### src/rtl/led_pattern_gen.sv
// led_pattern_gen
// Multi-channel LED driver. Each channel is OFF, ON, BLINK (half-period of
// 2^DIV_W clocks, optional phase inversion) or PWM (duty out of 2^PWM_W).
// A free-running prescaler supplies the blink timebase and a free-running
// counter supplies the PWM ramp. Pin drive is registered and per-channel
// polarity is fixed by ACTIVE_LOW_MASK.

module led_pattern_gen #(
  parameter int                N_LED           = 2,
  parameter int                DIV_W           = 24,
  parameter int                PWM_W           = 8,
  parameter logic [N_LED-1:0]  ACTIVE_LOW_MASK = 2'b10,
  localparam int               CH_W            = (N_LED > 1) ? $clog2(N_LED) : 1
) (
  input  logic              CLK,
  input  logic              RST,
  input  logic              WR_EN,
  input  logic [CH_W-1:0]   WR_CH,
  input  logic [1:0]        WR_MODE,
  input  logic [PWM_W-1:0]  WR_DUTY,
  input  logic              WR_PHASE,
  output logic              BLINK_TICK,
  output logic [N_LED-1:0]  LED
);

  localparam logic [1:0] MODE_OFF   = 2'd0;
  localparam logic [1:0] MODE_ON    = 2'd1;
  localparam logic [1:0] MODE_BLINK = 2'd2;
  localparam logic [1:0] MODE_PWM   = 2'd3;

  // Timebase state
  logic [DIV_W-1:0] clk_div_r;
  logic [PWM_W-1:0] pwm_cnt_r;
  logic             blink_phase_r;

  // Per-channel configuration
  logic [1:0]       mode_r  [N_LED];
  logic [PWM_W-1:0] duty_r  [N_LED];
  logic [N_LED-1:0] phase_r;

  // Output stage
  logic [N_LED-1:0] led_r;

  // Combinational helpers
  logic             blink_tick_s;
  logic [N_LED-1:0] wr_sel_s;
  logic [N_LED-1:0] lit_s;

  // Tick is a pure decode of the prescaler; gated by RST so it can never
  // assert during reset even for prescaler widths where all-ones is reset.
  assign blink_tick_s = ~RST & (&clk_div_r);
  assign BLINK_TICK   = blink_tick_s;
  assign LED          = led_r;

  // Channel write decode: an index with no matching channel selects nothing,
  // so out-of-range writes fall away without a separate range check.
  always_comb begin
    wr_sel_s = '0;
    for (int i = 0; i < N_LED; i++) begin
      wr_sel_s[i] = WR_EN & (WR_CH == CH_W'(i));
    end
  end

  // Prescaler and PWM ramp: free-running, never touched by configuration writes.
  always_ff @(posedge CLK or posedge RST) begin
    if (RST) begin
      clk_div_r <= '0;
      pwm_cnt_r <= '0;
    end else begin
      clk_div_r <= clk_div_r + DIV_W'(1);
      pwm_cnt_r <= pwm_cnt_r + PWM_W'(1);
    end
  end

  // Blink phase flips on the edge that ends a tick cycle (clock-enable, no derived clock).
  always_ff @(posedge CLK or posedge RST) begin
    if (RST) begin
      blink_phase_r <= 1'b0;
    end else if (blink_tick_s) begin
      blink_phase_r <= ~blink_phase_r;
    end else begin
      blink_phase_r <= blink_phase_r;
    end
  end

  // Configuration registers: mode, duty and phase of a channel update together.
  always_ff @(posedge CLK or posedge RST) begin
    if (RST) begin
      for (int i = 0; i < N_LED; i++) begin
        mode_r[i] <= MODE_BLINK;
        duty_r[i] <= '0;
      end
      phase_r <= '0;
    end else begin
      for (int i = 0; i < N_LED; i++) begin
        if (wr_sel_s[i]) begin
          mode_r[i]  <= WR_MODE;
          duty_r[i]  <= WR_DUTY;
          phase_r[i] <= WR_PHASE;
        end else begin
          mode_r[i]  <= mode_r[i];
          duty_r[i]  <= duty_r[i];
          phase_r[i] <= phase_r[i];
        end
      end
    end
  end

  // Per-channel "lit" decision from the current state registers.
  always_comb begin
    lit_s = '0;
    for (int i = 0; i < N_LED; i++) begin
      case (mode_r[i])
        MODE_OFF:   lit_s[i] = 1'b0;
        MODE_ON:    lit_s[i] = 1'b1;
        MODE_BLINK: lit_s[i] = blink_phase_r ^ phase_r[i];
        MODE_PWM:   lit_s[i] = (pwm_cnt_r < duty_r[i]);
        default:    lit_s[i] = 1'b0;
      endcase
    end
  end

  // Registered pin drive with per-channel polarity; reset leaves every LED unlit.
  always_ff @(posedge CLK or posedge RST) begin
    if (RST) begin
      led_r <= ACTIVE_LOW_MASK;
    end else begin
      led_r <= lit_s ^ ACTIVE_LOW_MASK;
    end
  end

endmodule

### config.mk
export PLATFORM = sky130hd
export DESIGN_NAME = led_pattern_gen
export DESIGN_NICKNAME = d
export VERILOG_FILES = /design/src/rtl/led_pattern_gen.sv
export SDC_FILE = /design/constraint.sdc
export NUM_CORES = 1
export LEC_CHECK = 0
export CORE_ASPECT_RATIO = 1.2
export CORE_MARGIN = 5
export CORE_UTILIZATION = 45
export DETAILED_ROUTE_END_ITERATION = 6
export DONT_BUFFER_PORTS = 1
export GPL_ROUTABILITY_DRIVEN = 0
export PLACE_DENSITY = 0.61
export SLEW_MARGIN = 20
export SYNTH_ARGS = -nofsm -noshare
export SYNTH_HDL_FRONTEND = slang
export SYNTH_SLANG_ARGS = --single-unit
export TNS_END_PERCENT = 100
### constraint.sdc
create_clock -name CLK -period 3.05 [get_ports CLK]
set_clock_uncertainty 0.1 [all_clocks]
set_input_delay 0.61 -clock CLK [delete_from_list [all_inputs] [get_ports CLK]]
set_output_delay 0.61 -clock CLK [all_outputs]
set_load 0.03 [all_outputs]
# [Word-level counts from Yosys, hierarchy flattened]
# Index checks and enable logic that the tools add are counted.
[classes] add_sub_neg=2 multipliers=0 div=0 magnitude_cmp=2 n_eq_ne=6 shifts=0 muxes=2 bitwise_logic=9 reduce_logical=3
[op_table] op="$add A24 B1 Y24 const B" n=1
[op_table] op="$reduce_and A24 Y1" n=1
[op_table] op="$lt A8 B8 Y1" n=2
[op_table] op="$add A8 B1 Y8 const B" n=1
[op_table] op="$eq A2 B2 Y1 const B" n=4
[op_table] op="$pmux W1 S4" n=2
[op_table] op="$eq A2 B1 Y1 const B" n=2
[op_table] op="$logic_not A2 Y1" n=2
[op_table] op="$not A1 Y1" n=4
[op_table] op="$and A1 B1 Y1" n=3
[op_table] op="$xor A1 B1 Y1" n=2
[totals] reg_bits=57 latch_bits=0 ram_bits=0 rom_bits=0 input_bits=15 output_inout_bits=3 elab_cells=34 memories=0

# [Longest topological paths before layout]
[depth] ltp_word=3 mapped_depth=6

# [Least setup slack after synthesis]
# OpenSTA, ideal clock, no wires.
[synth_path] kind="input-to-output" from="input port RST" to="output port BLINK_TICK" t_arrival_ps=2455 path_slack_ps=-115 cell_stages=3 n_path_buf=0 path_cell_list="inv_1 > nand4_1 > nor2_1"
[synth_between] elab_chain_cells=2
[synth_rtl] element="from (decl)" line="16" rtl="input logic RST,"
[synth_rtl] element="$not A1 Y1" line="51" rtl="assign blink_tick_s = ~RST & (&clk_div_r);"
[synth_rtl] element="$and A1 B1 Y1" line="51"
[synth_rtl] element="to (decl)" line="22" rtl="output logic BLINK_TICK,"
# No other way between the ends.

# [Worst setup path after layout]
[layout_path] from="register clk_div_r[0]" to="output port BLINK_TICK"
[layout_between] elab_chain_cells=2
[layout_rtl] element="from (decl)" line="32" rtl="logic [DIV_W-1:0] clk_div_r;"
[layout_rtl] element="from (signal assigned)" line="70" rtl="clk_div_r <= clk_div_r + DIV_W'(1);"
[layout_rtl] element="$reduce_and A24 Y1" line="51"
[layout_rtl] element="$and A1 B1 Y1" line="51"
# No other way between the ends.

==> metrics.txt <==
status=finished clean; die height=95.0 um; yosys warns=0; Ports=18; Cells after Synth=roughly 240; post-layout util=51.4%; Synth Cell Area=about 0.0027 mm^2; DRT Pass-1 Iters=4; Clock Power Share=45.3%; RSZ-0062 raised after global routing=no; grt total ovfl=0; Post-Place Worst Slack=0.883 ns; number of vias per cell=between 4 and 5; Num Clock Sinks=between 50 and 60; detailed-route via count=between 1,500 and 2,000; Nets=about 280; Mapped Nets=between 200 and 300; Post-Layout Inst Area=between 0.003 and 0.004 mm^2; CP required=between 2 and 2.5 ns; Critical path destination=BLINK_TICK; setup TNS=0 ns; Worst Slack Setup Final=roughly 0.54 ns; final slew viol count=0; Max Fclk=399 MHz; FF-to-FF path depth=4; leakage=roughly 1.4 nW; Reg power frac=a little under half; Reg-to-Reg End=blink_phase_r; Placement Cell Area=approximately 0.0028 mm^2; DR iter-0 viols=just under 80; post-route ant nets=0; TritonCTS buffer count=9; post-synthesis sequential area ratio=between 50 and 60%; combinational power share=between 7 and 8%; Fin. Hold Viols=0; Max Cap Viol=0; CTS tree=yes; Setup crit end kind=output pin; Die ar.=about 0.0077 mm^2; worst skew pair latency=0.34 ns; tightest slew margin relative to the limit=~52%; Initial Util=a little under half; Critical Path Start=clk_div_r[0]; CTS max path bufs=2; Netlist cell types=29; CP Data Arrival Time=1.80 ns; setup bufs post-CTS=0; # H-tree levels=3; layout cells sized above 1=16.3%; Synth Flop Type=dfrtp_1; #FFs+latches synth=57; share of flip-flops with an asynchronous set or reset=100%; final antenna diode count=0; placed cells=between 300 and 400; largest net degree at the start of global routing=59; Hold Path Class=in2async; EDFF count, synth=0; Switching Share=a little over a fifth; gr usage total=between 10 and 15%; Die W=80.8 um; flop2flop setup slack=between 1 and 1.5 ns; global-route wire length before repair=8.05 mm; Crit Path Class=reg2out; hold bufs inserted after CTS=0; fillers=approximately 550; FF-to-FF Start=clk_div_r[2]; Tmin final=about 2.5 ns; Post-CTS Resized=0; WL/cell=~13 um; largest fanout on the critical path=5; Avg Cell Area, Syn=between 10 and 15 um^2; clock root cell=clkbuf_8; Worst setup SP type=register; Pwr Density=roughly 590 mW/mm^2; P&R area growth vs syn=12.7%; clk slew on worst S/H paths=roughly 0.060 ns; DRC violation count after routing=0; maximum VDD drop=~0.32 mV; switching power=394 uW; Post-Layout Cell Count=between 300 and 400; row cnt=31; endpoints failing setup=0; vias in the first global route=between 1,500 and 2,000; actual slew at the worst max-slew pin=0.713 ns; fin crit share=82.2%; Port Buf Inserts=0; initial antenna violation count=0; post-DP HPWL=roughly 3.2 mm; Core Area=~0.0059 mm^2; Pint=1.40 mW; final WL=~4.5 mm
==> worst max-delay path: stages (launching register included) <==
cell and delay, ns:
dfrtp_1 0.40, ha_1 0.26, inv_1 0.08, nor2_1 0.21
nand2_1 0.08, nor2_1 0.45
==> worst min-delay path by stage <==
stage	start	endpoint	slack, ns
final	RST	clk_div_r[23]	0.27
after global placement	clk_div_r[19]	clk_div_r[19]	0.37
after detailed placement	clk_div_r[19]	clk_div_r[19]	0.37
after floorplan	clk_div_r[19]	clk_div_r[19]	0.35
after global routing	WR_MODE[1]	mode_r[1]	0.30
after CTS	WR_DUTY[6]	duty_r[14]	0.28
==> metrics by stage <==
stage,hold WS [ns],power (mW)
after global routing,0.305,1.89
after detailed placement,0.367,1.00
final,0.271,1.80
after global placement,0.370,0.998
after floorplan,0.345,0.968
after CTS,0.280,1.82
==> flip-flops by register name, summed over array words and instances, names as in the netlist <==
name and count:
duty_r 16, LED 2, mode_r 4, phase_r 2, clk_div_r 24, pwm_cnt_r 8, blink_phase_r 1
==> cell families (layout without fill, tap and decap cells) <==
family | Yosys count | after routing | share of synthesized area (%)
AOI/OAI and AO/OA | 22 | 22 | 4.62
muxes | 15 | 15 | 6.24
and+or+nand+nor | 72 | 72 | 15.6
adders and majority gates | 16 | 16 | 7.39
buffers and inverters | 24 | 39 | 3.33
xor gates and xnor gates | 31 | 31 | 10.0
DFF | 57 | 57 | 52.8
==> synthesized netlist by cell type, types with 4 or more instances <==
cell	instances	area share, %
a21oi_1	6	1.1
and3_1	4	0.92
dfrtp_1	54	50
ha_1	16	7.4
inv_1	21	2.9
mux2_2	15	6.2
nand2_1	22	3.0
nand2b_1	4	0.92
nand3_1	12	2.2
nand4_1	8	1.8
nor2_1	7	0.97
o21ai_0	10	1.8
xnor2_1	21	6.8
xor2_1	10	3.2
==> layout by cell type (no fill, tap or decap), types with 2 or more instances in the layout <==
cell       Yosys  routed
xnor2_1       21      21
clkbuf_1       3       2
nand2b_1       4       4
and3_1         4       4
nor4_4         2       2
nor3_1         3       3
inv_1         21      20
nand4_2        2       2
nand2_1       22      22
nand4_1        8       8
xor2_1        10      10
o21ai_0       10      10
a21o_1         2       2
nor2_1         7       7
buf_4          0       2
nand3_1       12      12
dfstp_2        3       3
dfrtp_1       54      54
a22oi_1        2       2
a21oi_1        6       6
mux2_2        15      15
clkbuf_8       0      12
nor2b_1        3       3
ha_1          16      16
bufinv_16      0       2
==> metal layers <==
layer	vias up	part of all wire, %	GRT usage [%]
li1	824	-	-
met4	0	1.9	8.45
met5	-	0	0
met3	8	3.7	4.01
met2	22	51	23.5
met1	792	44	16.1
==> area by class of cell <==
class                      count  area, um^2  share of cell area, %
inverter                      21        82.6                   2.71
clock buffer                  14         173                   5.66
tap                           82         103                   3.36
sequential                    57        1430                   46.9
timing repair buffer           2        15.0                  0.492
clock inverter                 2        60.1                   1.97
multi-input combinational    156        1190                   38.9
==> power groups by stage <==
stage | clock [mW] | combinational (mW) | sequential (mW)
after detailed placement | 0 | 0.140 | 0.863
after global routing | 0.876 | 0.161 | 0.855
after floorplan | 0 | 0.113 | 0.856
final | 0.814 | 0.136 | 0.849
after global placement | 0 | 0.137 | 0.861
after CTS | 0.834 | 0.140 | 0.849
Note: power is estimated with default switching activity, not from simulation.
